$ cat config.mk
export PLATFORM = sky130hd
export DESIGN_NAME = serial_addsub_flat
export DESIGN_NICKNAME = d
export VERILOG_FILES = /design/src/rtl/serial_addsub_if.sv /design/src/rtl/serial_addsub.sv /design/src/flat_wrapper.sv
export SDC_FILE = /design/constraint.sdc
export NUM_CORES = 1
export LEC_CHECK = 0
export CAP_MARGIN = 0
export CORE_MARGIN = 1.5
export CORE_UTILIZATION = 25
export CTS_BUF_LIST = sky130_fd_sc_hd__clkbuf_4 sky130_fd_sc_hd__clkbuf_8 sky130_fd_sc_hd__clkbuf_16
export DETAILED_ROUTE_END_ITERATION = 8
export GPL_ROUTABILITY_DRIVEN = 0
export PLACE_DENSITY = 0.5
export REMOVE_ABC_BUFFERS = 1
export SLEW_MARGIN = 10
export SYNTH_ARGS = -nofsm -noshare
export SYNTH_HDL_FRONTEND = slang
export SYNTH_SLANG_ARGS = --single-unit
$ cat constraint.sdc
create_clock -name clk -period 1.4 [get_ports clk]
set_input_delay 0.14 -clock clk [delete_from_list [all_inputs] [get_ports clk]]
set_output_delay 0.14 -clock clk [all_outputs]
set_load 0.01 [all_outputs]
$ cat src/rtl/serial_addsub_if.sv
// Handshake and operand/result bundle for the bit-serial adder/subtractor.
interface serial_addsub_if #(
    parameter int unsigned WIDTH = 8
);
    logic             start;
    logic             sub;
    logic [WIDTH-1:0] a;
    logic [WIDTH-1:0] b;
    logic             busy;
    logic             done;
    logic [WIDTH-1:0] sum;
    logic             cout;
    logic             ovf;

    modport master (
        output start, sub, a, b,
        input  busy, done, sum, cout, ovf
    );

    modport slave (
        input  start, sub, a, b,
        output busy, done, sum, cout, ovf
    );
endinterface

$ cat src/rtl/serial_addsub.sv
// Bit-serial adder/subtractor: one full-adder cell with a registered carry,
// LSB first, WIDTH cycles per operation, start/busy/done handshake.
module serial_addsub #(
    parameter int unsigned WIDTH = 8
) (
    input  logic           clk,
    input  logic           rst_n,
    serial_addsub_if.slave bus
);
    localparam int unsigned CW = (WIDTH > 1) ? $clog2(WIDTH) : 1;

    typedef enum logic {
        IDLE,
        RUN
    } state_t;

    state_t           state;
    state_t           state_nx;
    logic [WIDTH-1:0] areg;
    logic [WIDTH-1:0] breg;
    logic [WIDTH-1:0] res;
    logic             carry;
    logic [CW-1:0]    cnt;
    logic             s;
    logic             cnx;
    logic             last;

    always_comb begin
        s    = areg[0] ^ breg[0] ^ carry;
        cnx  = ((areg[0] ^ breg[0]) & carry) | (areg[0] & breg[0]);
        last = (cnt == CW'(WIDTH - 1));
    end

    always_ff @(posedge clk or negedge rst_n) begin
        if (!rst_n) state <= IDLE;
        else        state <= state_nx;
    end

    always_comb begin
        state_nx = state;
        unique case (state)
            IDLE: if (bus.start) state_nx = RUN;
            RUN:  if (last)      state_nx = IDLE;
            default:             state_nx = IDLE;
        endcase
    end

    always_comb begin
        bus.busy = (state == RUN);
    end

    // Subtraction is a + ~b + 1: invert B at capture and seed the carry with sub.
    always_ff @(posedge clk or negedge rst_n) begin
        if (!rst_n) begin
            areg     <= '0;
            breg     <= '0;
            res      <= '0;
            carry    <= 1'b0;
            cnt      <= '0;
            bus.sum  <= '0;
            bus.cout <= 1'b0;
            bus.ovf  <= 1'b0;
            bus.done <= 1'b0;
        end else begin
            bus.done <= 1'b0;
            unique case (state)
                IDLE: begin
                    if (bus.start) begin
                        areg  <= bus.a;
                        breg  <= bus.b ^ {WIDTH{bus.sub}};
                        carry <= bus.sub;
                        cnt   <= '0;
                    end
                end
                RUN: begin
                    areg  <= areg >> 1;
                    breg  <= breg >> 1;
                    res   <= {s, res[WIDTH-1:1]};
                    carry <= cnx;
                    cnt   <= cnt + CW'(1);
                    if (last) begin
                        bus.sum  <= {s, res[WIDTH-1:1]};
                        bus.cout <= cnx;
                        // carry still holds the carry into the MSB here
                        bus.ovf  <= carry ^ cnx;
                        bus.done <= 1'b1;
                    end
                end
                default: ;
            endcase
        end
    end
endmodule
$ cat src/flat_wrapper.sv
// flat-port wrapper written by rule: the top's interface ports become plain ports
module serial_addsub_flat 
#(
    parameter int unsigned WIDTH = 8
)
  (clk, rst_n, bus_start, bus_sub, bus_a, bus_b, bus_busy, bus_done, bus_sum, bus_cout, bus_ovf);
  serial_addsub_if #(.WIDTH(WIDTH)) bus_i ();
  input  logic clk;
  input  logic rst_n;
  input wire logic [$bits(bus_i.start)-1:0] bus_start;
  input wire logic [$bits(bus_i.sub)-1:0] bus_sub;
  input wire logic [$bits(bus_i.a)-1:0] bus_a;
  input wire logic [$bits(bus_i.b)-1:0] bus_b;
  output wire logic [$bits(bus_i.busy)-1:0] bus_busy;
  output wire logic [$bits(bus_i.done)-1:0] bus_done;
  output wire logic [$bits(bus_i.sum)-1:0] bus_sum;
  output wire logic [$bits(bus_i.cout)-1:0] bus_cout;
  output wire logic [$bits(bus_i.ovf)-1:0] bus_ovf;
  assign bus_i.start = bus_start;
  assign bus_i.sub = bus_sub;
  assign bus_i.a = bus_a;
  assign bus_i.b = bus_b;
  assign bus_busy = bus_i.busy;
  assign bus_done = bus_i.done;
  assign bus_sum = bus_i.sum;
  assign bus_cout = bus_i.cout;
  assign bus_ovf = bus_i.ovf;
  serial_addsub #(.WIDTH(WIDTH)) u_core (.clk(clk), .rst_n(rst_n), .bus(bus_i));
endmodule
==> key figures, run 1 <==
Timing
  – Count of final setup violators: 0
  – Slew Limit Headroom: 69.8%
  – Final Hold Fails: 0
  – Clk_skew: 2.60 ps
  – Final Max Tran Viols: 0
  – Fmax: 738 MHz
  – Worst-Margin Slew: 453 ps
  – Min Tclk post-route: 1360 ps
  – Tcrit/Tclk final: 96.9%

Final layout
  – Fillcell total: 738
  – Area Overhead vs Synth: 34.2%
  – Most frequent cells in the layout: dfrtp_1 (38), clkdlybuf4s50_1 (29), mux2i_1 (14), nand2_1 (14), buf_4 (10)
  – N_diodes: 0
  – Final nets: 208
  – Share of layout cells above drive strength 1: 27.4%
  – Commonest non-fill, non-tap cell in the layout: dfrtp_1
  – Final core occ: 34.3%

Route
  – Vias: 1148
  – WL final: 3220 um
  – Drt pass-1 iters: 3
  – WL/cell: 11.3 um
  – Met3 WL: 119 um
  – WL met2: 1540 um
  – Residual DRC: 0
  – Count of antenna-violating nets left after detailed routing: 0
  – M1 WL: 1490 um
  – Starting DRT DRC Count: 26
  – Max Used Layer: met4
  – Via density: 4.03

Clock network
  – Num CTS Buffers: 5
  – H-tree levels: 2
  – Max Root-Sink Buffers: 2
  – Clock root buffer: clkbuf_8
  – CTS Sinks: 39
  – Worst-skew pair later-pin latency: 290 ps
  – CTS tree: done
  – CTS clk-pin slew, worst paths: 70 ps

Yosys
  – Post-synthesis mux area share: 17.7%
  – Post-synth EDFFs: 0
  – Post-Syn Instances: 140
  – Sequential area share after synthesis: 53.2%
  – Post-synthesis cell area: 1840 um2
  – Post-synth cell types: 25
  – Largest family of logic cells by synthesized area: multiplexers
  – Xor/xnor share of the synthesized area: 4.29%
  – Synth Flop Type: dfrtp_1
  – Synth Register Bits: 39
  – Post-synth ARST share: 100%
  – Post-Synth Adder-Cell Area: 2.45%
  – Synth Area in Simple Gates: 8.11%
  – Complex-gate fraction of the synthesized area: 8.45%
  – Synth warn: 0
  – Syn_area_per_cell: 13.1 um2

Pwr
  – Peak supply drop: 0.581 mV
  – Pwr Density: 1860 nW/um2
  – Total Power: 0.00458 W
  – LEAKAGE: 1.13 nW

Worst hold path
  – Tightest Hold Check Type: in -> async

Worst setup path
  – Cells along the critical path: ha_2 -> ha_4 -> nand2_4 -> buf_4 -> mux2_2
  – Critical Path Source Type: flop
  – Crit path capture type: flop
  – Slowest cell on the critical path: dfrtp_1
  – Setup Crit Path Kind: reg -> reg
  – Reg2reg setup slack: 40 ps
  – Critical path arrival: 1530 ps
  – Largest fanout on the critical path: 3
  – Req. time, crit path: 1570 ps
  – CP peak stage delay: 390 ps

Floorplanning
  – Core Box Area: 7180 um2
  – Ports: 32
  – Rows: 31
  – Die width: 88.7 um
  – Die Ht: 88.7 um
  – Total die area: 7870 um2
  – Starting Density: 25.6%

Global route
  – Total gr overflow: 0
  – Global-route wire length before repair: 5380 um
  – Largest net degree at the start of global routing: 38
  – GRT Resource Usage Total: 9.07%
  – Vias in the first global route: 1165
  – Initial antenna violation count: 0

Place
  – DP Wirelength: 2260 um
  – Buffers on Ports: 31

Outcome
  – Run status: finished, final reports clean

Flow run
  – Max-cap violation count: 0
[power breakdown]
group / switching, W / internal [W]
Clock: 0.000373 / 0.000388
Combinational: 0.000763 / 0.00119
Sequential: 0.000265 / 0.00159
[state kept, by name (all words and copies together) (netlist names)]
| register | flops |
|---|---|
| u_core.res | 7 |
| u_core.bus.sum | 8 |
| u_core.bus.ovf | 1 |
| u_core.areg | 8 |
| u_core.carry | 1 |
| u_core.breg | 8 |
| u_core.bus.busy | 1 |
| u_core.bus.cout | 1 |
| u_core.cnt | 3 |
| u_core.bus.done | 1 |
[logic make-up (layout without fill, tap and decap cells)]
family / Yosys count / after routing
flops: 39 / 39
mux: 28 / 28
simple gates: 27 / 27
compound gates: 18 / 18
buf+inv: 16 / 62
xor+xnor: 9 / 9
fa+ha+maj: 3 / 3
[synth_stat cells, types with 2 or more instances]
cell | count | area share (%)
o211ai_2 | 6 | 4.1
mux2_4 | 7 | 5.7
ha_1 | 2 | 1.4
mux2i_1 | 14 | 7.6
nor2_1 | 3 | 0.61
nand2_1 | 14 | 2.9
o21ai_1 | 6 | 1.6
buf_2 | 2 | 0.55
dfrtp_1 | 39 | 53
buf_4 | 2 | 0.82
xnor2_1 | 9 | 4.3
or3b_1 | 6 | 2.9
mux2_2 | 7 | 4.3
inv_1 | 7 | 1.4
buf_6 | 5 | 3.1
a22o_1 | 2 | 0.95
[worst max-delay path: cells and delay by family, from the launching register on]
| kind | cells | cell delay (ps) |
|---|---|---|
| multiplexers | 1 | 310 |
| AND/OR/NAND/NOR | 1 | 70 |
| adder cells (fa/ha/maj) | 2 | 370 |
| buffers and inverters | 1 | 100 |
| flip-flops | 1 | 390 |
[stage by stage]
step                      hold slack (ps)  worst slack, ps  cells  TNS (ps)  cell area, um2
final                                 331             44.1    285         0            2460
after global routing                  372           -0.538    285    -0.538            2460
after CTS                             339             6.88    283         0            2430
after detailed placement              121            -38.2    273      -229            2310
after global placement                115            -15.7    273     -60.1            2310
after floorplan                      -156             -566    131     -8680            1750
[path summary, 6_finish.rpt]
kind | from | to | cells after the start
max | u_core.cnt[1] | u_core.bus.sum[4] | 5
min | rst_n | u_core.bus.done | 2
max reg2reg | u_core.cnt[1] | u_core.bus.sum[4] | 5
min reg2reg | u_core.breg[3] | u_core.breg[2] | 2
max in group asynchronous | rst_n | u_core.bus.busy | 3
min in group clk | bus_a[7] | u_core.areg[7] | 3
[area by class of cell]
| type | count | area, um2 | area share [%] |
|---|---|---|---|
| flip-flops and latches | 39 | 977 | 39.7 |
| multi-input cells | 85 | 774 | 31.5 |
| repair buffers | 47 | 472 | 19.2 |
| well taps | 99 | 124 | 5.03 |
| clock buffers | 7 | 83.8 | 3.40 |
| inverters | 7 | 26.3 | 1.07 |
| clock inverters | 1 | 5.00 | 0.203 |
[metal layers]
layer	up-vias	global-route usage, %
met1	551	10.9
met4	0	4.26
met3	7	2.24
met5	-	0
met2	26	15.2
li1	564	-
[timing repair]
| action | in CTS | in global routing |
|---|---|---|
| gates resized for setup | 6 | 3 |
| setup endpoints to repair | 11 | 8 |
| pin swaps | 1 | 1 |
| gates cloned | 0 | 0 |
| buffers inserted | 1 | 2 |
| hold endpoints to repair | 18 | 0 |
| hold buffers | 1 | 0 |
Power figures use the tool's default switching activity.
==> inputs of run 2 (changes only) <==
--- a/config.mk
+++ b/config.mk
@@ -11,6 +11,7 @@
 export CTS_BUF_LIST = sky130_fd_sc_hd__clkbuf_4 sky130_fd_sc_hd__clkbuf_8 sky130_fd_sc_hd__clkbuf_16
 export DETAILED_ROUTE_END_ITERATION = 8
 export GPL_ROUTABILITY_DRIVEN = 0
+export GPL_TIMING_DRIVEN = 0
 export PLACE_DENSITY = 0.5
 export REMOVE_ABC_BUFFERS = 1
 export SLEW_MARGIN = 10
==> run 2 against run 1 <==
Against the previous run:
- count of clock-buffer cells in the layout up 1
- hold slack got worse by 87 ps
- register-to-register slack gained 30 ps
- clock power increased by 11%
- sequential power increased by 3%
- design area is 1.8% lower
- worst setup slack better by 29 ps
- critical path type unchanged
- largest cell class unchanged
- highest routed layer unchanged
==> key figures, run 2 (same netlist as run 1, synthesis figures left out) <==
Pwr
  – LEAKAGE: 1.09 nW (-3.2%)
  – Peak supply drop: 0.475 mV (-18%)
  – Pwr Density: 1900 nW/um2 (+2.4%)
  – Total Power: 0.00460 W (+0.53%)

Timing
  – Final Hold Fails: 0 (unchanged)
  – Final Max Tran Viols: 0 (unchanged)
  – Count of final setup violators: 0 (unchanged)
  – Tcrit/Tclk final: 94.8% (-2.0 points)
  – Clk_skew: 4.58 ps (+1.97 ps)
  – Final hold slack: 244 ps (-87.0 ps)
  – Worst-Margin Slew: 983 ps (+530 ps)
  – Min Tclk post-route: 1330 ps (-28.6 ps)
  – Fmax: 753 MHz (+2.2%)
  – Slew Limit Headroom: 34.5% (-35 points)
  – RSZ-0062 raised after global routing: no

Final layout
  – Most frequent cells in the layout: dfrtp_1 (38), clkdlybuf4s50_1 (28), mux2i_1 (14), nand2_1 (14), xnor2_1 (9)
  – Commonest non-fill, non-tap cell in the layout: dfrtp_1
  – Multi-input logic area: 795 um2 (+2.6%)
  – Final nets: 201 (-3.4%)
  – Share of layout cells above drive strength 1: 24.6% (-2.8 points)
  – Sequential standard cell area: 980 um2 (+0.26%)
  – Post-route cell area: 2420 um2 (-1.8%)
  – Largest regs: u_core.areg: 8 flops, u_core.breg: 8 flops, u_core.bus.sum: 8 flops
  – Final core occ: 33.7% (-0.63 points)
  – Area Overhead vs Synth: 31.7%
  – Fillcell total: 723 (-2.0%)
  – N_diodes: 0 (unchanged)

Flow run
  – Max-cap violation count: 0 (unchanged)

Worst setup path
  – CP peak stage delay: 380 ps (about the same)
  – Critical path arrival: 1500 ps (-30 ps)
  – Setup Crit Path Kind: reg -> reg
  – Critical Path Source Type: flop
  – Cells along the critical path: ha_2 -> ha_4 -> nand2_8 -> mux2_2
  – Largest fanout on the critical path: 6 (+3)
  – Slowest cell on the critical path: dfrtp_1
  – Crit path capture type: flop
  – Req. time, crit path: 1570 ps (about the same)

Route
  – Count of antenna-violating nets left after detailed routing: 0 (unchanged)
  – Met3 WL: 161 um (+35%)
  – WL final: 3310 um (+2.7%)
  – Via density: 4.07 (+1.1%)
  – WL met2: 1490 um (-3.2%)
  – Residual DRC: 0 (unchanged)
  – Vias: 1132 (-1.4%)
  – Starting DRT DRC Count: 43 (+65%)
  – Drt pass-1 iters: 2 (-1)
  – WL/cell: 11.9 um (+5.3%)
  – Max Used Layer: met4
  – M1 WL: 1620 um (+8.8%)

Place
  – DP Wirelength: 2070 um (-8.6%)
  – Buffers on Ports: 31 (unchanged)
  – Dpl cell area: 2200 um2 (-4.6%)

Floorplanning
  – Core Box Area: 7180 um2 (unchanged)
  – Total die area: 7870 um2 (unchanged)
  – Die width: 88.7 um (unchanged)
  – Rows: 31 (unchanged)
  – Die Ht: 88.7 um (unchanged)
  – Ports: 32 (unchanged)
  – Starting Density: 25.6% (unchanged)

Clock network
  – Num CTS Buffers: 5 (unchanged)
  – Worst-skew pair later-pin latency: 280 ps (about the same)
  – CTS clk-pin slew, worst paths: 70 ps (about the same)
  – CTS Sinks: 39 (unchanged)
  – H-tree levels: 2 (unchanged)
  – Clock root buffer: clkbuf_8
  – Max Root-Sink Buffers: 2 (unchanged)
  – CTS tree: done

Global route
  – GRT Resource Usage Total: 9.51% (+0.44 points)
  – Global-route wire length before repair: 5690 um (+5.6%)
  – Total gr overflow: 0 (unchanged)
  – Largest net degree at the start of global routing: 32 (-16%)
  – Vias in the first global route: 1167 (+0.17%)
  – Initial antenna violation count: 0 (unchanged)

Outcome
  – Run status: finished, final reports clean

Worst hold path
  – Tightest Hold Check Type: in -> async
[run 2: cell types whose count changed in the layout (fill, tap and decap cells not counted)]
cell,delta
dfrtp_2,-1
buf_12,-2
nand2_8,+1
buf_8,+1
clkbuf_8,+2
buf_4,-6
dlygate4sd2_1,+1
dfrtp_4,+1
buf_6,-1
clkbuf_4,-1
clkinv_2,-1
clkdlybuf4s50_1,-1
[run 2: worst max-delay path: cells and delay by family, from the launching register on]
| family | cells | cell delay, ps |
|---|---|---|
| adders and majority gates | 2 | 390 |
| DFF | 1 | 380 |
| muxes | 1 | 330 |
| and+or+nand+nor | 1 | 100 |
[run 2: metal layers]
metal	track usage, %	vias up
met5	0	-
met4	2.56	0
met3	2.99	5
li1	-	558
met1	12.6	542
met2	15.0	27
[run 2: final cells by class]
cell class              instances  area share, %
clock buffers                   8           4.30
inverters                       7           1.09
well taps                      99           5.12
multi-input cells              86           32.9
repair buffers                 39           16.1
flip-flops and latches         39           40.5
[run 2: final timing paths]
kind,start,endpoint,slack (ps),depth (start not counted)
min in group clk,u_core.breg[2],u_core.breg[1],480,2
min reg2reg,u_core.breg[2],u_core.breg[1],480,2
max in group asynchronous,rst_n,u_core.bus.busy,700,3
min,rst_n,u_core.breg[1],240,2
max reg2reg,u_core.cnt[0],u_core.bus.sum[4],70,4
max,u_core.cnt[0],u_core.bus.sum[4],70,4
[run 2: per-stage QoR]
step / setup WS (ps) / setup TNS [ps] / std cells
2_1_floorplan: -566 / -8680 / 131
3_3_place_gp: -1030 / -59560 / 261
3_5_place_dp: -459 / -12790 / 262
6_report: 72.7 / 0 / 278
5_1_grt: 4.08 / 0 / 278
4_1_cts: 1.86 / 0 / 278
[run 2: what timing repair did]
item                                    in CTS  in global routing
hold endpoints to repair                    39                  0
setup buffers                                7                  0
endpoints found under the setup margin      38                  4
pin swaps                                    1                  1
gates resized for setup                      7                  4
cloned                                       1                  0
hold buffers                                 1                  0
[run 2: report_power, final]
group,internal [W],switching (W)
clock,0.000469,0.000374
combinational,0.00111,0.000743
sequential,0.00160,0.000306
total,0.00318,0.00142
==> inputs of run 3 (changes only) <==
--- a/config.mk
+++ b/config.mk
@@ -11,10 +11,10 @@
 export CTS_BUF_LIST = sky130_fd_sc_hd__clkbuf_4 sky130_fd_sc_hd__clkbuf_8 sky130_fd_sc_hd__clkbuf_16
 export DETAILED_ROUTE_END_ITERATION = 8
 export GPL_ROUTABILITY_DRIVEN = 0
-export GPL_TIMING_DRIVEN = 0
-export PLACE_DENSITY = 0.5
+export PLACE_DENSITY = 0.49
 export REMOVE_ABC_BUFFERS = 1
 export SLEW_MARGIN = 10
 export SYNTH_ARGS = -nofsm -noshare
 export SYNTH_HDL_FRONTEND = slang
 export SYNTH_SLANG_ARGS = --single-unit
+export TNS_END_PERCENT = 100
==> constraint.sdc (replaced) <==
create_clock -name clk -period 1.3 [get_ports clk]
set_input_delay 0.13 -clock clk [delete_from_list [all_inputs] [get_ports clk]]
set_output_delay 0.13 -clock clk [all_outputs]
set_load 0.01 [all_outputs]
==> run 3 against run 2 <==
Against the previous run:
- the flow now finishes with violations (setup timing)
- register-to-register slack lost 120 ps
- first-iteration DRC count shrank 42%
- non-clock buffer count grew 12
- sequential power grew 4%
- cell count grew 4.0%
- clock skew shrank 1.8 ps
- hold slack gained 110 ps
- sequential share of layout area shrank 1.7 points
- critical path type unchanged
- critical endpoint is now u_core.bus.sum[2]
- largest cell class unchanged
- highest routed layer unchanged
==> key figures, run 3 (same netlist as run 1, synthesis figures left out) <==
Worst setup path
  – Crit path from: u_core.cnt[1]
  – Worst Setup EP: u_core.bus.sum[2]
  – Worst reg2reg path depth: 5 (+1)
  – Crit path capture type: flop
  – Slowest cell on the critical path: dfrtp_1
  – CP peak stage delay: 390 ps (about the same)
  – Setup Crit Path Kind: reg -> reg
  – R2R Path End: u_core.bus.sum[2]
  – Cells along the critical path: ha_2 -> ha_4 -> nand2_4 -> buf_6 -> mux2_4
  – Reg2reg setup slack: -50 ps (-120 ps)
  – FF-to-FF Start: u_core.cnt[1]
  – Critical Path Source Type: flop
  – Critical path arrival: 1520 ps (+20 ps)
  – Largest fanout on the critical path: 5 (-1)
  – Req. time, crit path: 1470 ps (-100 ps)

Outcome
  – Run status: finished with violations
  – Failing checks: setup timing

Final layout
  – Most frequent cells in the layout: dfrtp_1 (38), clkdlybuf4s50_1 (18), mux2i_1 (14), nand2_1 (14), buf_4 (13)
  – Commonest non-fill, non-tap cell in the layout: dfrtp_1
  – Largest regs: u_core.areg: 8 flops, u_core.breg: 8 flops, u_core.bus.sum: 8 flops
  – Area Overhead vs Synth: 37.3%
  – Post-route cell area: 2520 um2 (+4.2%)
  – N_diodes: 0 (unchanged)
  – Share of layout cells above drive strength 1: 30.0% (+5.4 points)
  – Final nets: 212 (+5.5%)

Global route
  – GRT Resource Usage Total: 9.20% (-0.31 points)
  – Largest net degree at the start of global routing: 40 (+25%)
  – Global-route wire length before repair: 5440 um (-4.2%)
  – Met2 Use GR: 14.8% (-0.21 points)
  – Vias in the first global route: 1171 (+0.34%)
  – Gr busiest metal: met2
  – Initial antenna violation count: 0 (unchanged)
  – Total gr overflow: 0 (unchanged)
  – Met1 GRT Util: 11.5% (-1.1 points)
  – Met3 Use GR: 3.26% (+0.28 points)

Floorplanning
  – Die width: 88.7 um (unchanged)
  – Die Ht: 88.7 um (unchanged)
  – Core Box Area: 7180 um2 (unchanged)
  – Total die area: 7870 um2 (unchanged)
  – Starting Density: 25.6% (unchanged)
  – Rows: 31 (unchanged)
  – Ports: 32 (unchanged)

Timing
  – Tcrit/Tclk final: 104% (+9.0 points)
  – Fmax: 741 MHz (-1.6%)
  – Final Max Tran Viols: 0 (unchanged)
  – RSZ-0062 raised after global routing: yes
  – Worst-Margin Slew: 214 ps (-769 ps)
  – Count of final setup violators: 7 (+7)
  – Min Tclk post-route: 1350 ps (+22.1 ps)
  – Setup WS post-layout: -49.5 ps (-122 ps)
  – Slew Limit Headroom: 85.6% (+51 points)
  – Final Hold Fails: 0 (unchanged)
  – Clk_skew: 2.79 ps (-1.79 ps)

Clock network
  – Num CTS Buffers: 5 (unchanged)
  – CTS tree: done
  – CTS Sinks: 39 (unchanged)
  – Worst-skew pair later-pin latency: 290 ps (about the same)
  – CTS clk-pin slew, worst paths: 70 ps (about the same)
  – Max Root-Sink Buffers: 2 (unchanged)
  – H-tree levels: 2 (unchanged)
  – Clock root buffer: clkbuf_8

Route
  – Count of antenna-violating nets left after detailed routing: 0 (unchanged)
  – WL/cell: 11.3 um (-5.1%)
  – Starting DRT DRC Count: 25 (-42%)
  – Drt pass-1 iters: 3 (+1)
  – Vias: 1169 (+3.3%)
  – Via density: 4.04 (-0.66%)
  – Residual DRC: 0 (unchanged)
  – WL final: 3260 um (-1.3%)

Place
  – DP Wirelength: 2240 um (+8.4%)
  – Pre-CTS setup slack: -149 ps (+310 ps)
  – Buffers on Ports: 31 (unchanged)
  – Dpl cell area: 2330 um2 (+5.5%)

Pwr
  – LEAKAGE: 1.21 nW (+11%)
  – Pwr Density: 2040 nW/um2 (+7.2%)
  – Peak supply drop: 0.521 mV (+9.7%)

Worst hold path
  – Tightest Hold Check Type: in -> async

Flow run
  – Max-cap violation count: 0 (unchanged)
run 3: changes by cell type in the layout (fill, tap and decap cells not counted), sizes merged, moves of 2 or more:
cell           before  now
buf                 8   20
clkbuf              8    6
clkdlybuf4s50      28   18
dlygate4sd2         2   11
run 3: worst min path at each step:
stage / startpoint / end / slack, ps
2_1_floorplan: rst_n / u_core.areg[0] / -170
3_3_place_gp: rst_n / u_core.bus.sum[5] / 120
3_5_place_dp: rst_n / u_core.bus.sum[6] / 120
4_1_cts: rst_n / u_core.breg[5] / 340
5_1_grt: rst_n / u_core.breg[5] / 360
6_report: rst_n / u_core.bus.sum[6] / 350
run 3: where the power goes:
| group | switching (W) | internal, W |
|---|---|---|
| Sequential | 0.000260 | 0.00172 |
| Combinational | 0.000863 | 0.00126 |
| Clock | 0.000418 | 0.000621 |
| Total | 0.00154 | 0.00360 |
run 3: worst max-delay path, delay by kind of cell (launching register included):
| family | cells | cell delay, ps |
|---|---|---|
| AND/OR/NAND/NOR | 1 | 70 |
| multiplexers | 1 | 290 |
| adder cells (fa/ha/maj) | 2 | 370 |
| buffers and inverters | 1 | 120 |
| flip-flops | 1 | 390 |
run 3: layout make-up:
type	count	area, um2
Multi-Input combinational cell	85	779
Timing Repair Buffer	51	495
Sequential cell	39	977
Fill cell	732	4660
Inverter	7	26.3
Clock buffer	6	82.6
Tap cell	99	124
Clock inverter	2	35.0
run 3: through the flow:
stage	util [%]	setup TNS [ps]	power [W]	instances	hold slack [ps]
6_report	35.1	-314	0.00514	289	350
5_1_grt	35.1	-711	0.00554	289	360
4_1_cts	34.7	-391	0.00519	286	342
3_5_place_dp	32.4	-1150	0.00410	275	122
3_3_place_gp	32.4	-901	0.00406	275	120
2_1_floorplan	-	-12110	0.00317	131	-166
run 3: routing by layer:
| metal | vias to the layer above | part of all wire (%) |
|---|---|---|
| met1 | 566 | 47 |
| met2 | 27 | 47 |
| met5 | - | 0 |
| li1 | 572 | - |
| met3 | 4 | 4.7 |
| met4 | 0 | 1.1 |
run 3: repair_timing:
item | CTS | global route
hold endpoints to repair | 39 | 0
gates resized for setup | 20 | 3
buffers inserted | 2 | 3
hold buffers | 1 | 0
setup endpoints to repair | 21 | 16
pin swaps | 2 | 1
cloned | 0 | 0
